[src/rtl/raster_pkg.sv]
// Shared definitions for the raster line tracker.
//   CW_DEF   : default line counter width
//   LINE_MAX : saturation value of a CW_DEF-wide line counter
//   state_t  : hps_rise arming state machine encoding
package raster_pkg;

  localparam int CW_DEF = 16;
  localparam logic [CW_DEF-1:0] LINE_MAX = '1;

  typedef enum logic [1:0] {
    IDLE,
    WAIT_VS,
    ARMED,
    FIRED
  } state_t;

endpackage

[src/rtl/sync_edge_det.sv]
// Polarity-normalising leading-edge detector for one raw sync signal that is
// already in the clk_sys domain.
//   clk_sys    : system clock
//   reset      : synchronous active-high reset (registers go to inactive level)
//   sync_raw   : raw sync input, active level given by POL
//   edge_pulse : one-cycle pulse after the sync becomes active
module sync_edge_det #(
  parameter bit POL = 1'b1
) (
  input  logic clk_sys,
  input  logic reset,
  input  logic sync_raw,
  output logic edge_pulse
);

  logic sync_act;
  logic sync_s1;
  logic sync_s2;

  // Flip an active-low sync so everything downstream sees active-high.
  assign sync_act = sync_raw ^ ~POL;

  always_ff @(posedge clk_sys) begin
    if (reset) begin
      sync_s1 <= 1'b0;
      sync_s2 <= 1'b0;
    end else begin
      sync_s1 <= sync_act;
      sync_s2 <= sync_s1;
    end
  end

  // ---- stage boundary: s1/s2 -> edge pulse ----
  assign edge_pulse = sync_s1 & ~sync_s2;

endmodule

[src/rtl/raster_line_tracker.sv]
// Raster line tracker.
// Counts video lines from raw hsync/vsync, reports the height of the last
// frame and whether the frame height is stable, and toggles hps_rise once per
// frame at a programmable line so HPS software can pace its uploads.
//   clk_sys     : system clock
//   reset       : synchronous active-high reset
//   hsync/vsync : raw syncs in the clk_sys domain (polarity HS_POL/VS_POL)
//   cmd_init    : HPS init flag, enables hps_rise generation
//   irq_line    : line number at which hps_rise toggles
//   vga_vcount  : current line, 0 = first line after vsync leading edge
//   hps_rise    : toggles once per frame at irq_line when armed
//   lines_total : line count of the last completed frame
//   locked      : last two completed frames had the same height
module raster_line_tracker
  import raster_pkg::*;
#(
  parameter bit HS_POL = 1'b1,
  parameter bit VS_POL = 1'b1,
  parameter int CW     = CW_DEF
) (
  input  logic          clk_sys,
  input  logic          reset,
  input  logic          hsync,
  input  logic          vsync,
  input  logic          cmd_init,
  input  logic [CW-1:0] irq_line,
  output logic [CW-1:0] vga_vcount,
  output logic          hps_rise,
  output logic [CW-1:0] lines_total,
  output logic          locked
);

  localparam logic [CW-1:0] CNT_MAX = {CW{1'b1}};

  function automatic logic [CW-1:0] sat_inc(input logic [CW-1:0] v);
    return (v == CNT_MAX) ? CNT_MAX : v + 1'b1;
  endfunction

  logic          hs_edge;
  logic          vs_edge;
  logic          match;
  logic [CW-1:0] line_inc;
  logic [CW-1:0] vcount_next;
  state_t        state;

  sync_edge_det #(.POL(HS_POL)) u_hs_det (
    .clk_sys    (clk_sys),
    .reset      (reset),
    .sync_raw   (hsync),
    .edge_pulse (hs_edge)
  );

  sync_edge_det #(.POL(VS_POL)) u_vs_det (
    .clk_sys    (clk_sys),
    .reset      (reset),
    .sync_raw   (vsync),
    .edge_pulse (vs_edge)
  );

  // ---- stage boundary: edge pulses -> line counter ----
  assign line_inc = sat_inc(vga_vcount);

  // vsync has priority: a coincident hsync must not make the first line 1.
  always_comb begin
    vcount_next = vga_vcount;
    if (vs_edge) begin
      vcount_next = '0;
    end else if (hs_edge) begin
      vcount_next = line_inc;
    end
  end

  // Compare against the value being written so irq_line 0 hits on vs_edge.
  assign match = (vs_edge | hs_edge) && (vcount_next == irq_line);

  always_ff @(posedge clk_sys) begin
    if (reset) begin
      vga_vcount  <= '0;
      lines_total <= '0;
      locked      <= 1'b0;
    end else begin
      vga_vcount <= vcount_next;
      if (vs_edge) begin
        lines_total <= line_inc;
        locked      <= (line_inc == lines_total) && (lines_total != '0);
      end
    end
  end

  // ---- stage boundary: match -> hps_rise state machine ----
  // WAIT_VS keeps a partially observed frame from firing; FIRED blocks a
  // second toggle until the next frame starts.
  always_ff @(posedge clk_sys) begin
    if (reset) begin
      state    <= IDLE;
      hps_rise <= 1'b0;
    end else if (!cmd_init) begin
      state <= IDLE;
    end else begin
      case (state)
        IDLE: state <= WAIT_VS;
        WAIT_VS: begin
          if (vs_edge) begin
            if (match) begin
              hps_rise <= ~hps_rise;
              state    <= FIRED;
            end else begin
              state <= ARMED;
            end
          end
        end
        ARMED: begin
          if (match) begin
            hps_rise <= ~hps_rise;
            state    <= FIRED;
          end
        end
        FIRED: begin
          if (vs_edge) begin
            if (match) begin
              hps_rise <= ~hps_rise;
            end else begin
              state <= ARMED;
            end
          end
        end
        default: state <= IDLE;
      endcase
    end
  end

endmodule

[config.mk]
export PLATFORM = sky130hd
export DESIGN_NAME = raster_line_tracker
export DESIGN_NICKNAME = d
export VERILOG_FILES = /design/src/rtl/raster_pkg.sv /design/src/rtl/sync_edge_det.sv /design/src/rtl/raster_line_tracker.sv
export SDC_FILE = /design/constraint.sdc
export NUM_CORES = 1
export LEC_CHECK = 0
export BUFFER_PORTS_ARGS = -buffer_cell sky130_fd_sc_hd__buf_4
export CORE_MARGIN = 1
export CORE_UTILIZATION = 51
export CTS_CLUSTER_DIAMETER = 120
export DETAILED_ROUTE_END_ITERATION = 8
export PLACE_DENSITY = 0.77
export SETUP_SLACK_MARGIN = 0.15
export SYNTH_ARGS = -nofsm -noshare
export SYNTH_HDL_FRONTEND = slang
export SYNTH_SLANG_ARGS = --single-unit
[constraint.sdc]
create_clock -name clk_sys -period 2.34 [get_ports clk_sys]
set_input_delay 0.468 -clock clk_sys [delete_from_list [all_inputs] [get_ports clk_sys]]
set_output_delay 0.468 -clock clk_sys [all_outputs]
set_load 0.005 [all_outputs]
After elaboration in Yosys (flattened, before gate mapping)
Index checks and enable logic that the tools add are counted.
W data, S select, Z words.
Word-level totals
  bits in latches: 0
  input port bits: 21
  output and inout port bits: 34
  memories: 0
  word-level logic and storage cells: 49
  flip-flop bits (word level): 40
  bits in writable memories: 0
  memory bits (read-only): 0
Operators by class
  div/mod/pow operators: 0
  $lt $le $gt $ge: 0
  bitwise logic cells: 7
  eq/ne operators: 11
  $add $sub $neg: 1
  reductions and logical operators: 9
  multiply operators: 0
  shift-type cells: 0
  mux-type cells: 12
Operators with widths (number)
  $mux W16: 3
  $eq A16 B16 Y1: 2
  $add A16 B1 Y16 const B: 1
  $eq A16 B16 Y1 const B: 1
  $reduce_bool A16 Y1: 1
  $mux W2: 4
  $ne A2 B2 Y1 const B: 4
  $pmux W2 S4: 1
  $eq A2 B2 Y1 const B: 2
  $not A1 Y1: 4
  $reduce_and A4 Y1: 1
  $reduce_or A2 Y1: 2
  $mux W1: 3
  $reduce_and A3 Y1: 1
  $and A1 B1 Y1: 2
  $eq A2 B1 Y1 const B: 1
  $logic_and A1 B1 Y1: 2
  $logic_not A2 Y1: 1
  $ne A2 B1 Y1 const B: 1
  $pmux W1 S2: 1
  $reduce_bool A2 Y1: 1
  $or A1 B1 Y1: 1

Longest topological paths before layout
Gate-level depths: netlist of run 1.
  depth in word-level cells: 9
  mapped depth: 12
  mapped depth without buffers: 9

Hierarchy
From an unflattened synthesis of run 1, not the netlist that was laid out.
Second synthesis, totals
  cells, all modules: 403
  area, all modules: 3158.0 um^2
Modules (own cells, without submodules)
  raster_line_tracker: sequential area each 720.7 um^2, instances 1, cells each 393, area each 3035.4 um^2
  sync_edge_det: sequential area each 40.0 um^2, instances 2, cells each 5, area each 61.3 um^2

Least setup slack after synthesis of run 1
No wires, ideal clock.
  path kind: register -> register
  start: register vga_vcount[1]
  end: register hps_rise
  data required time: 2217 ps
  library setup time: 123 ps
  path slack: -289 ps
  clock period less this slack: 2629 ps
  cell stages (with the launch flop): 10
  arrival time: 2506 ps
  path buffers: 0
  cells stage by stage: dfxtp_1 -> ha_1 -> nand3_1 -> nor3_4 -> and4_1 -> o32ai_1 -> a211oi_2 -> nand4_1 -> nor4_2 -> mux2_1
On the way
  longest elaborated chain between the ends: 9
  elaborated cells on any way between the ends: 10
RTL lines
  start: declaration: line raster_line_tracker.sv:27  | output logic [CW-1:0] vga_vcount,
  start signal: assignment: line raster_line_tracker.sv:82  | vga_vcount <= vcount_next;
  $add A16 B1 Y16 / $eq A16 B16 Y1 (equally long branches): line raster_line_tracker.sv:36  | return (v == CNT_MAX) ? CNT_MAX : v + 1'b1;
  $mux W16: line raster_line_tracker.sv:36
  $mux W16 (*): line raster_line_tracker.sv:68  | end else if (hs_edge) begin
  $mux W16 (*): line raster_line_tracker.sv:66  | if (vs_edge) begin
  $eq A16 B16 Y1 (*): line raster_line_tracker.sv:74  | assign match = (vs_edge | hs_edge) && (vcount_next == irq_line);
  $logic_and A1 B1 Y1 (*): line raster_line_tracker.sv:74
  $mux W1 (*)
  $mux W1
  $pmux W1 S2 (*)
  end signal: assignment: line raster_line_tracker.sv:105  | hps_rise <= ~hps_rise;
  end signal: assignment: line raster_line_tracker.sv:114  | hps_rise <= ~hps_rise;
  end signal: assignment: line raster_line_tracker.sv:121  | hps_rise <= ~hps_rise;
  end: declaration: line raster_line_tracker.sv:28  | output logic hps_rise,
Mark *: on every way between the ends. The rest lies on a longest branch, timed or not. The select of a mux whose other input is x is not followed.
A chain may end at the register's enable or synchronous reset.

Worst setup path after layout of run 1
  start: register vga_vcount[11]
  end: register hps_rise
Same word-level chain as after synthesis.

==> results of run 1 <==
-- cell usage in the layout, fill, tap and decap left out, types with 3 or more instances in the layout --
cell type	n
nand2_1	18
inv_1	13
xor2_1	9
nor4_1	9
nand2b_1	9
nand4_1	10
nor3_1	11
and2_1	5
a211oi_1	13
a211oi_2	3
nor2_1	41
a31oi_1	4
clkbuf_8	5
xnor2_1	10
dfxtp_1	29
and3_1	7
o211ai_1	3
nor2b_1	7
dfxtp_4	3
a31o_2	3
nand3_1	9
buf_6	5
a21oi_1	23
and4_1	7
mux2i_1	3
a311oi_1	3
o21ai_0	13
buf_4	157
dfxtp_2	8
-- logic make-up after synthesis --
kind of cell	after synthesis	synth area share
buffers and inverters	42	0.0696
AO/OA/AOI/OAI	106	0.260
AND/OR/NAND/NOR	158	0.306
adder cells (fa/ha/maj)	1	0.00430
flip-flops	40	0.275
multiplexers	4	0.0142
XOR/XNOR	22	0.0709
-- synth_stat cells (all sizes together) (3+ instances only) --
cell type	count
buf	15
o311ai	3
a21oi	23
a31o	4
a31oi	6
nor4	12
a311oi	3
nand2b	9
mux2i	3
inv	14
o21ai	16
nand3	11
nor2	43
and3	9
and4	8
nor2b	8
o211ai	3
xnor2	11
clkbuf	13
and2	5
nand4	12
nand2	20
a211oi	16
xor2	10
dfxtp	40
nor3	13
-- worst min path at each step --
stage / from / slack, ps / endpoint
2_1_floorplan: u_vs_det.sync_s1 / 450 / u_vs_det.sync_s2
3_3_place_gp: locked / 450 / locked
3_5_place_dp: locked / 460 / locked
4_1_cts: vsync / 360 / u_vs_det.sync_s1
5_1_grt: vsync / 370 / u_vs_det.sync_s1
6_report: vsync / 360 / u_vs_det.sync_s1
-- per-stage QoR --
step,cell area [µm²],util,hold slack (ps)
after floorplan,2940,-,453
after global placement,4060,0.738,450
after detailed placement,4060,0.738,459
after CTS,4330,0.787,359
after global routing,4420,0.803,370
final,4420,0.803,362
-- cell type report --
cell class,count,share of cell area
multi-input combinational,291,0.472
inverter,14,0.0119
clock buffer,5,0.0156
sequential,40,0.186
tap,72,0.0204
timing repair buffer,163,0.284
clock inverter,3,0.0107
-- flip-flops by register name (all words and copies together), names as in the netlist --
| signal | cells |
|---|---|
| lines_total | 16 |
| u_hs_det.sync_s1 | 1 |
| u_hs_det.sync_s2 | 1 |
| u_vs_det.sync_s1 | 1 |
| hps_rise | 1 |
| locked | 1 |
| u_vs_det.sync_s2 | 1 |
| state | 2 |
| vga_vcount | 16 |
-- what timing repair did --
item                       CTS  global route
cloned                       0             0
setup endpoints to repair    3             3
gates resized for setup     30            16
buffers inserted             3             3
pin swaps                   13            14
-- layer usage --
metal  part of all wire  vias up  GRT usage
met5                  0        -          0
met4              0.049        0      0.221
met3              0.087       51     0.0694
met2               0.47      278      0.673
met1               0.39     1762      0.506
li1                   -     1696          -
-- power groups by stage --
stage	Sequential (mW)	Clock, mW	Combinational, mW
floorplan	0.741	0	0.140
global placement	0.744	0	0.286
detailed placement	0.747	0	0.291
CTS	0.730	0.613	0.301
global route	0.734	0.643	0.334
finish	0.731	0.610	0.315
==> impl_metrics.py, run 1 <==
metrics = {
    "power_and_ir_drop": {
        "power_frac_comb": 0.190,
        "powerDensity_mw_per_mm2": 374,
        "p_sw_frac": 0.292,
        "finalPower_mw": 1.66,
        "ir_drop_uv": 332,
        "p_seq_frac": 0.441,
        "switching_power_mw": 0.483,
        "p_leak_nw": 1.92,
        "clkPwrFrac": 0.368,
        "p_int_mw": 1.17,
    },
    "global_routing": {
        "antenna_found_initial": 0,
        "grt_pass1_wl_um": 18700,
        "grt_usage": 0.409,
        "grt_pass1_vias": 3479,
        "grt_remaining_overflow": 0,
        "grt_max_degree": 26,
    },
    "final_layout": {
        "final_cells": 588,
        "fillers": 402,
        "multiInputGateArea_mm2": 0.00209,
        "areaGrowthSynthToFinish_pct": 52.0,
        "seq_area_um2": 822,
        "antennaDiodeCount": 0,
        "drive_above_1_share": 0.430,
        "nets": 537,
    },
    "timing": {
        "setup_viol": 3,
        "setup-tns-final_ps": -569,
        "relSlewSlack": 0.660,
        "clock.fmax_mhz": 377,
        "final_max_slew_viol_count": 0,
        "rsz0062_at_grt": "yes",
        "post-route-min-period_ps": 2650,
        "hold_violations": 0,
        "worst_pin_slew_ps": 504,
        "period_share": 1.13,
        "skew_ps": 13.7,
        "fin_ws_ps": -310,
    },
    "placed_design": {
        "dp_slack_ps": -343,
        "dp_hpwl_um": 9210,
        "port_buffers": 54,
        "gp_congestion": 1.02,
        "dp_cells": 574,
    },
    "drt": {
        "routed_via_density": 6.44,
        "post_drt_wl_per_cell_um": 21.0,
        "first_pass_iters": 5,
        "drc": 0,
        "detail-route-antenna-nets": 0,
        "num_vias": 3787,
        "drtIter0Drc": 429,
        "totalWireLength_um": 12400,
    },
    "worst_setup_path": {
        "path_delay_family": "simple AND/OR/NAND/NOR gates",
        "worst_path_most_repeated_cell": "nand4_1",
        "critical_path_class": "reg -> reg",
        "reg2reg_from": "vga_vcount[11]",
        "r2r_cells": 9,
        "max_stage_delay_ps": 380,
        "cp-startpoint": "vga_vcount[11]",
        "reg2reg_to": "hps_rise",
        "cp_num_buf_inv": 1,
        "crit_arrival_ps": 2840,
        "reg2reg_slack_ps": -310,
        "critPathMaxFanout": 3,
        "crit_required_ps": 2530,
        "crit_slowest_cell": "dfxtp_1",
        "cp-start-kind": "register",
        "cp-endpoint": "hps_rise",
        "cp-end-kind": "register",
        "path_cells": "and4_1 > nand4_1 > buf_4 > nand4_1 > o2111ai_2 > xor2_1 > nand4b_1 > nor4_2 > mux2_1",
        "cp.depth": 9,
    },
    "cts": {
        "cts_max_level": 2,
        "cts_sinks": 40,
        "clkTransAtPathRegs_ps": 100,
        "cts_tree": "built",
        "clk_latency_ps": 310,
        "numCtsBuffers": 5,
        "postCtsHoldBufs": 0,
        "root_buffer": "clkbuf_8",
        "clock_path_buffers": 2,
    },
    "synthesis": {
        "synth.avg_cell_area_um2": 7.80,
        "synthArstFlopShare": 0,
        "syn_area_mm2": 0.00291,
        "synth-seq-cells": 40,
        "synth_edf_count": 0,
        "synth_cell_type_count": 71,
        "synthCells": 373,
        "synth_top_cell_area_share": 0.275,
        "synth.top_cells.by_area": "dfxtp_1 28%, nor2_1 5.5%, a21oi_1 4.0%, a211oi_1 3.9%, xnor2_1 3.3%",
        "syn_nets": 395,
        "synthFlopType": "dfxtp_1",
        "yosys_warnings": 0,
        "seq_area_frac_synth": 0.275,
        "post-synth-top-area-cell": "dfxtp_1",
    },
    "run_status": {
        "violations": "negative setup slack",
        "status": "finished, violations left",
    },
    "die": {
        "io_pins": 55,
        "fp-row-count": 27,
        "start_util": 0.529,
        "die_y_um": 77.5,
        "dieArea_mm2": 0.00601,
        "chipWidth_um": 77.5,
        "core-area_mm2": 0.00551,
    },
    "run": {
        "cap_violations": 0,
    },
    "worst_hold_path": {
        "hold_class": "in -> reg",
        "holdPathStages": 2,
    },
}
No activity file was read; power rests on OpenSTA's default activity.
==> run 2, diff against run 1 <==
--- a/config.mk
+++ b/config.mk
@@ -6,6 +6,7 @@
 export NUM_CORES = 1
 export LEC_CHECK = 0
 export BUFFER_PORTS_ARGS = -buffer_cell sky130_fd_sc_hd__buf_4
+export CAP_MARGIN = 20
 export CORE_MARGIN = 1
 export CORE_UTILIZATION = 51
 export CTS_CLUSTER_DIAMETER = 120
==> constraint.sdc (replaced) <==
create_clock -name clk_sys -period 2.34 [get_ports clk_sys]
set_input_delay 0.234 -clock clk_sys [delete_from_list [all_inputs] [get_ports clk_sys]]
set_output_delay 0.234 -clock clk_sys [all_outputs]
set_load 0.005 [all_outputs]
==> run 2 against run 1 <==
Net effect:
- the run still ends with negative setup slack left
- clock-buffer cell count unchanged
- setup slack better by 64 ps
- clock power increased by 0.8%
- sequential power about the same
- clock skew decreased by 9.3 ps
- global-route usage shrank 2.3 points
- register-to-register slack better by 60 ps
- sequential share of layout area up 0.28 points
- routed wire length shrank 5.2%
- fmax grew 2.5%
- die area unchanged
==> impl_metrics.py, run 2 (synthesized netlist as in run 1, its figures left out) <==
metrics = {
    "power_and_ir_drop": {
        "clkPwrFrac": 0.374,
        "p_leak_nw": 1.88,
        "p_int_mw": 1.16,
        "p_sw_frac": 0.293,
        "p_seq_frac": 0.445,
        "switching_power_mw": 0.481,
        "powerDensity_mw_per_mm2": 380,
        "ir_drop_uv": 233,
        "power_frac_comb": 0.181,
    },
    "cts": {
        "cts_max_level": 2,
        "clk_latency_ps": 300,
        "clock_path_buffers": 2,
        "cts_tree": "built",
        "postCtsHoldBufs": 0,
        "clkTransAtPathRegs_ps": 90,
        "numCtsBuffers": 5,
        "cts_sinks": 40,
        "root_buffer": "clkbuf_8",
    },
    "worst_hold_path": {
        "hold_class": "in -> reg",
    },
    "worst_setup_path": {
        "cp-start-kind": "register",
        "critPathMaxFanout": 5,
        "crit_arrival_ps": 2780,
        "crit_required_ps": 2540,
        "cp-end-kind": "register",
        "critical_path_class": "reg -> reg",
    },
    "drt": {
        "totalWireLength_um": 11700,
        "routed_via_density": 6.39,
        "num_vias": 3717,
        "first_pass_iters": 5,
        "drc": 0,
        "detail-route-antenna-nets": 0,
        "drtIter0Drc": 440,
        "post_drt_wl_per_cell_um": 20.1,
    },
    "final_layout": {
        "final_common_cell": "buf_4",
        "final_cell_mix": "156 x buf_4, 42 x nor2_1, 31 x dfxtp_1, 23 x a21oi_1, 17 x nand2_1",
        "drive_above_1_share": 0.422,
        "final_cells": 582,
        "antennaDiodeCount": 0,
        "top_regs": "lines_total: 16 flops, vga_vcount: 16 flops, state: 2 flops",
        "areaGrowthSynthToFinish_pct": 48.8,
        "fillers": 415,
        "nets": 531,
    },
    "die": {
        "dieArea_mm2": 0.00601,
        "die_y_um": 77.5,
        "fp-row-count": 27,
        "chipWidth_um": 77.5,
        "core-area_mm2": 0.00551,
        "start_util": 0.529,
        "io_pins": 55,
    },
    "timing": {
        "setup_viol": 3,
        "final_max_slew_viol_count": 0,
        "period_share": 1.11,
        "clock.fmax_mhz": 387,
        "hold_violations": 0,
        "post-route-min-period_ps": 2590,
        "skew_ps": 4.34,
        "worst_pin_slew_ps": 695,
        "rsz0062_at_grt": "yes",
        "relSlewSlack": 0.536,
        "holdWs_ps": 135,
        "fin_ws_ps": -246,
    },
    "placed_design": {
        "port_buffers": 54,
        "dp_hpwl_um": 8570,
        "gp_congestion": 1.02,
        "dp_cells": 567,
        "dp_slack_ps": -244,
    },
    "global_routing": {
        "grt_max_degree": 31,
        "grt_pass1_wl_um": 18000,
        "grt_pass1_vias": 3524,
        "antenna_found_initial": 0,
        "grt_usage": 0.386,
        "grt_remaining_overflow": 0,
    },
    "run_status": {
        "status": "finished, violations left",
        "violations": "negative setup slack",
    },
    "run": {
        "cap_violations": 0,
    },
}
## run 2: cell types whose count changed in the layout (fill, tap and decap cells not counted), sizes merged
cell and change:
clkinv -2, inv +2, buf -6
## run 2: final cells by class
type                    count  area, µm²  share of cell area
well taps                  72       90.1              0.0208
repair buffers            157       1180               0.273
flip-flops and latches     40        817               0.189
multi-input cells         291       2070               0.479
clock buffers               5       68.8              0.0159
inverters                  14       52.6              0.0121
clock inverters             3       45.0              0.0104
## run 2: per-layer routing
metal  track usage  vias up  part of all wire
met5             0        -                 0
met4         0.187        0             0.050
met3        0.0518       60             0.085
met2         0.631      226              0.46
met1         0.499     1753              0.40
li1              -     1678                 -
## run 2: metrics by stage
| step | instance area [µm²] | TNS (ps) | util | total power, mW |
|---|---|---|---|---|
| floorplan | 2940 | -53.8 | - | 0.881 |
| global placement | 4000 | -557 | 0.726 | 1.01 |
| detailed placement | 4000 | -571 | 0.726 | 1.02 |
| CTS | 4200 | -358 | 0.762 | 1.62 |
| global route | 4330 | -766 | 0.786 | 1.69 |
| finish | 4330 | -488 | 0.786 | 1.64 |
## run 2: path summary, 6_finish.rpt
check / start / to / slack [ps] / cells past startpoint
worst max register to register: vga_vcount[1] / hps_rise / -250 / 9
worst min register to register: locked / locked / 480 / 2
worst max-delay path: vga_vcount[1] / hps_rise / -250 / 9
worst min-delay path: vsync / u_vs_det.sync_s1 / 140 / 2
## run 2: power by group through the flow
stage | Combinational [mW] | Clock [mW] | Sequential (mW)
2_1_floorplan | 0.140 | 0 | 0.741
3_3_place_gp | 0.268 | 0 | 0.745
3_5_place_dp | 0.272 | 0 | 0.746
4_1_cts | 0.279 | 0.616 | 0.730
5_1_grt | 0.319 | 0.636 | 0.734
6_report | 0.298 | 0.615 | 0.731
## run 2: critical path, cell delays in order, from the launching register on
cell and delay [ps]:
dfxtp_4 390, ha_4 180, and3_4 190, nand4_1 210, buf_4 240, a41oi_1 240
a41o_1 210, nand4b_1 170, nor4_2 310, mux2_1 340
## run 2: what timing repair did
action / 4_1_cts / 5_1_grt
gates resized for setup: 15 / 25
pin swaps: 11 / 17
buffers inserted: 3 / 4
endpoints found under the setup margin: 3 / 3
cloned: 0 / 0
